[src/rtl/sram_2rw_arbiter.sv]
// Round-robin arbiter sharing one dual-port SRAM among NUM_REQ requesters.
// Up to two grants per cycle; read data is routed back one cycle after grant.
module sram_2rw_arbiter #(
    parameter int NUM_REQ    = 4,
    parameter int DATA_WIDTH = 32,
    parameter int ADDR_WIDTH = 10,
    parameter int IDX_WIDTH  = $clog2(NUM_REQ)
) (
    input  logic                           clock,
    input  logic                           reset_n,
    input  logic [NUM_REQ-1:0]             req_valid,
    output logic [NUM_REQ-1:0]             req_ready,
    input  logic [NUM_REQ-1:0]             req_write,
    input  logic [NUM_REQ*ADDR_WIDTH-1:0]  req_addr,
    input  logic [NUM_REQ*DATA_WIDTH-1:0]  req_dataIn,
    output logic [NUM_REQ-1:0]             rsp_valid,
    output logic [NUM_REQ*DATA_WIDTH-1:0]  rsp_dataOut,
    output logic                           rw0_enable,
    output logic                           rw0_write,
    output logic [ADDR_WIDTH-1:0]          rw0_addr,
    output logic [DATA_WIDTH-1:0]          rw0_dataIn,
    input  logic [DATA_WIDTH-1:0]          rw0_dataOut,
    output logic                           rw1_enable,
    output logic                           rw1_write,
    output logic [ADDR_WIDTH-1:0]          rw1_addr,
    output logic [DATA_WIDTH-1:0]          rw1_dataIn,
    input  logic [DATA_WIDTH-1:0]          rw1_dataOut
);

    logic [IDX_WIDTH-1:0]  r_rr_ptr;
    logic                  r_tag_vld0, r_tag_vld1;
    logic [IDX_WIDTH-1:0]  r_tag_idx0, r_tag_idx1;

    logic [IDX_WIDTH-1:0]  w_scan;
    logic                  w_g0_vld, w_g1_vld;
    logic [IDX_WIDTH-1:0]  w_g0_idx, w_g1_idx;
    logic [ADDR_WIDTH-1:0] w_g0_addr;
    logic                  w_g0_wr;
    logic                  w_en0, w_en1;

    // Scan from the round-robin pointer; port 1 takes the next request that
    // does not hazard against port 0 (read/read to one address is allowed).
    always_comb begin
        w_scan    = '0;
        w_g0_vld  = 1'b0;
        w_g1_vld  = 1'b0;
        w_g0_idx  = '0;
        w_g1_idx  = '0;
        w_g0_addr = '0;
        w_g0_wr   = 1'b0;
        for (int k = 0; k < NUM_REQ; k++) begin
            w_scan = IDX_WIDTH'((int'(r_rr_ptr) + k) % NUM_REQ);
            if (req_valid[w_scan]) begin
                if (!w_g0_vld) begin
                    w_g0_vld  = 1'b1;
                    w_g0_idx  = w_scan;
                    w_g0_addr = req_addr[w_scan*ADDR_WIDTH +: ADDR_WIDTH];
                    w_g0_wr   = req_write[w_scan];
                end else if (!w_g1_vld &&
                             !((req_addr[w_scan*ADDR_WIDTH +: ADDR_WIDTH] == w_g0_addr) &&
                               (w_g0_wr || req_write[w_scan]))) begin
                    w_g1_vld = 1'b1;
                    w_g1_idx = w_scan;
                end
            end
        end
    end

    assign w_en0 = w_g0_vld & reset_n;
    assign w_en1 = w_g1_vld & reset_n;

    always_comb begin
        req_ready = '0;
        if (w_en0) req_ready[w_g0_idx] = 1'b1;
        if (w_en1) req_ready[w_g1_idx] = 1'b1;
    end

    assign rw0_enable = w_en0;
    assign rw0_write  = req_write[w_g0_idx];
    assign rw0_addr   = req_addr[w_g0_idx*ADDR_WIDTH +: ADDR_WIDTH];
    assign rw0_dataIn = req_dataIn[w_g0_idx*DATA_WIDTH +: DATA_WIDTH];
    assign rw1_enable = w_en1;
    assign rw1_write  = req_write[w_g1_idx];
    assign rw1_addr   = req_addr[w_g1_idx*ADDR_WIDTH +: ADDR_WIDTH];
    assign rw1_dataIn = req_dataIn[w_g1_idx*DATA_WIDTH +: DATA_WIDTH];

    always_ff @(posedge clock) begin
        if (!reset_n) begin
            r_rr_ptr   <= '0;
            r_tag_vld0 <= 1'b0;
            r_tag_vld1 <= 1'b0;
            r_tag_idx0 <= '0;
            r_tag_idx1 <= '0;
        end else begin
            if (w_en1)
                r_rr_ptr <= IDX_WIDTH'((int'(w_g1_idx) + 1) % NUM_REQ);
            else if (w_en0)
                r_rr_ptr <= IDX_WIDTH'((int'(w_g0_idx) + 1) % NUM_REQ);
            r_tag_vld0 <= w_en0 && !rw0_write;
            r_tag_vld1 <= w_en1 && !rw1_write;
            r_tag_idx0 <= w_g0_idx;
            r_tag_idx1 <= w_g1_idx;
        end
    end

    // Responses are suppressed while reset is asserted so in-flight reads vanish.
    always_comb begin
        rsp_valid   = '0;
        rsp_dataOut = '0;
        if (reset_n && r_tag_vld0) begin
            rsp_valid[r_tag_idx0] = 1'b1;
            rsp_dataOut[r_tag_idx0*DATA_WIDTH +: DATA_WIDTH] = rw0_dataOut;
        end
        if (reset_n && r_tag_vld1) begin
            rsp_valid[r_tag_idx1] = 1'b1;
            rsp_dataOut[r_tag_idx1*DATA_WIDTH +: DATA_WIDTH] = rw1_dataOut;
        end
    end

endmodule

[config.mk]
export PLATFORM = sky130hd
export DESIGN_NAME = sram_2rw_arbiter
export DESIGN_NICKNAME = d
export VERILOG_FILES = /design/src/rtl/sram_2rw_arbiter.sv
export SDC_FILE = /design/constraint.sdc
export NUM_CORES = 1
export LEC_CHECK = 0
export ABC_AREA = 1
export BUFFER_PORTS_ARGS = -buffer_cell sky130_fd_sc_hd__buf_2
export CAP_MARGIN = 20
export CORE_AREA = 2 2 180 182
export CTS_BUF_LIST = sky130_fd_sc_hd__clkbuf_8
export CTS_CLUSTER_SIZE = 10
export DETAILED_ROUTE_END_ITERATION = 16
export DIE_AREA = 0 0 182 184
export PLACE_DENSITY = 0.47
export SYNTH_ARGS = -nofsm -noshare
export SYNTH_HDL_FRONTEND = slang
export SYNTH_SLANG_ARGS = --single-unit
[constraint.sdc]
create_clock -name clock -period 2.8 [get_ports clock]
set_input_delay 0.42 -clock clock [delete_from_list [all_inputs] [get_ports clock]]
set_output_delay 0.42 -clock clock [all_outputs]
set_load 0.02 [all_outputs]
==> results by group <==
Status
  – Run status: complete, but fails checks
  – Failing checks: setup timing

Floorplan
  – Std cell rows: 65
  – Initial Util: 22.9%
  – Die footprint: 33500 µm²
  – CORE AREA: 31400 µm²
  – Die width: 182 µm
  – # IOs: 466
  – Die Height: 184 µm

Critical path
  – Critical path class: reg -> out
  – Critical Path RT: 2.38 ns
  – CP endpoint: rw1_dataIn[15]
  – Setup crit start: r_rr_ptr[0]
  – CP Launch Type: flip-flop
  – Crit end category: output pin
  – Crit path arrival time: 3.42 ns
  – R2R setup slack: -0.48 ns
  – R2R Path Start: r_rr_ptr[0]
  – Path depth of the worst reg2reg path: 28
  – RR Endpoint: r_rr_ptr[1]
  – Max FO, Critical Path: 15

Yosys
  – Synth area leader: nand2_1
  – Synthesized area: 7190 µm²
  – EDFF count, synth: 0
  – Synth top area share: 26.5%
  – Gate count after technology mapping: 1355
  – Post-synthesis cell type count: 46
  – Syn Nets: 1611
  – Main synth FF type: dfxtp_1
  – Yosys Warn Count: 0
  – Area contributors post-synth: nand2_1 (27%), nand3_1 (7.9%), a22oi_1 (7.9%), inv_1 (6.6%), nand4_1 (5.3%)
  – Syn_area_per_cell: 5.31 µm²
  – Fraction of registers with async set/reset: 0%
  – Post-synthesis sequential element count: 8
  – Seq/Total Area, Yosys: 2.23%
  – Count leader, synth: nand2_1
  – Commonest cells in the netlist: nand2_1 (508), inv_1 (127), nand3_1 (114), a22oi_1 (76), clkbuf_1 (63)

Place
  – Port buffer count: 465
  – DP HPWL: 37900 µm
  – Placer Congestion: 0.963

Layout
  – Layout fillers: 3254
  – Nets@finish: 2243
  – Post-layout util: 48.9%
  – Area Overhead vs Synth: 113%
  – Fraction of layout cells with a size suffix above 1: 58.4%

Clock network
  – Root Driver: clkbuf_8
  – Clk slew on worst S/H paths: 0.05 ns
  – CTS Buf Count: 3
  – Htree depth: 1
  – Max clock buf depth: 2
  – CTS Sinks: 8
  – CTS tree: built
  – Skew-Pair Late Insertion Delay: 0.24 ns

STA
  – Setup TNS: -78.70 ns
  – Final hold vios: 0
  – Worst slew pin tran: 0.477 ns
  – Unrepaired setup endpoints after global routing: true
  – Min Clock Period, post-route: 3.84 ns
  – Peak Freq: 261 MHz
  – Final period util: 137%
  – Post-route setup slack: -1.04 ns
  – Max_slew headroom: 68.2%
  – Clk_skew: 0.00857 ns
  – Final Max Slew Viols: 0
  – # setup viols final: 97

Routing
  – Routed wire length: 51000 µm
  – Iteration-0 DRC Markers: 699
  – Via density per instance: 5.27
  – Post-route DRC: 0
  – First-pass iteration count of the detailed router: 7
  – Wire per inst: 21.3 µm
  – Vias: 12597
  – Routed Antenna Nets: 0

Global routing
  – Total track usage: 28.1%
  – GRT overflow: 0
  – Initial antenna violation count: 8
  – Vias in the first global route: 12450
  – First-pass GRT wire length: 73900 µm
  – Largest net degree at the start of global routing: 41

Hold path
  – Hold Crit Class: in -> reg

Run
  – Max cap viols: 0
==> worst min path at each step <==
stage / depth (start not counted) / from / slack, ns / to
floorplan: 3 / req_write[0] / 0.68 / r_tag_vld1
global placement: 3 / r_rr_ptr[0] / 0.87 / r_rr_ptr[0]
detailed placement: 3 / r_rr_ptr[0] / 0.86 / r_rr_ptr[0]
CTS: 4 / reset_n / 0.67 / r_tag_idx0[1]
global route: 4 / reset_n / 0.72 / r_tag_idx0[1]
finish: 4 / reset_n / 0.67 / r_tag_idx0[1]
==> sequential cells by signal (all words and copies together), names as in the netlist <==
name and cells:
r_rr_ptr 2, r_tag_idx0 2, r_tag_idx1 2, r_tag_vld0 1
r_tag_vld1 1
==> worst max-delay path, stage by stage (launching register included) <==
cell     delay [ns]
dfxtp_4        0.47
buf_8          0.18
nand2_4        0.06
nand2_4        0.11
buf_12         0.13
buf_16         0.13
nand2_2        0.06
nand2_1        0.06
nand2_2        0.07
nand2_2        0.08
nand2_2        0.05
or2_1          0.23
nand2_1        0.07
nor2_1         0.04
nand2_1        0.08
nor2_2         0.04
nor2_2         0.15
nand3_2        0.10
nand2_4        0.16
inv_6          0.06
nor2_8         0.21
buf_12         0.19
nand2_1        0.06
nand4_1        0.17
buf_4          0.18
==> repair_timing <==
item,4_1_cts,5_1_grt
resized for setup,334,169
pin swaps,47,70
hold buffers,0,0
endpoints found under the setup margin,97,121
setup buffers,28,24
cloned,21,10
==> cell usage in the layout, fill, tap and decap left out, types with 10 or more instances in the layout <==
cell type and n:
o31ai_4 20, nor2_1 18, nand2_2 92, o21ai_0 29, a22oi_2 84, buf_16 11
nor2_2 12, inv_2 11, buf_4 172, o22ai_2 17, buf_6 109, nand3_2 36
inv_1 116, buf_2 376, o221ai_4 10, nand2_1 405, o22ai_1 36, o21ai_1 24
nand4_1 61, o32ai_2 31, nand2_4 22, o21ai_2 21, ha_1 12, nand3_1 82
buf_12 48
==> area by class of cell <==
| class | count | area [µm²] | share of cell area, % |
|---|---|---|---|
| repair buffers | 734 | 6060 | 39.5 |
| well taps | 402 | 503 | 3.28 |
| inverters | 141 | 584 | 3.81 |
| clock buffers | 3 | 41.3 | 0.269 |
| multi-input cells | 1099 | 7980 | 52.0 |
| diodes | 4 | 10.0 | 0.0652 |
| flip-flops and latches | 8 | 168 | 1.09 |
==> layer usage <==
metal | GRT usage, % | up-vias | wire length (µm)
met5 | 0 | - | 16
met4 | 10.0 | 4 | 2480
met3 | 4.50 | 125 | 3130
met2 | 52.2 | 539 | 25500
met1 | 32.3 | 5945 | 19900
li1 | - | 5984 | -
==> per-stage QoR <==
step	area [µm²]	setup slack [ns]	instances	hold slack (ns)
after floorplan	8370	-0.167	1355	0.683
after global placement	12400	-0.888	2314	0.866
after detailed placement	12400	-0.903	2314	0.858
after CTS	14400	-0.940	2365	0.672
after global routing	15300	-1.22	2390	0.719
final	15300	-1.04	2391	0.671
==> logic make-up after synthesis <==
kind of cell,share of synthesized area (%)
xor gates and xnor gates,0.244
AOI/OAI and AO/OA,31.3
and+or+nand+nor,47.4
adders and majority gates,2.44
buffers and inverters,16.0
DFF,2.23
muxes,0.296
Power is not shown: default switching activity piles up to over one toggle a cycle in this logic, so the estimate is an artifact.
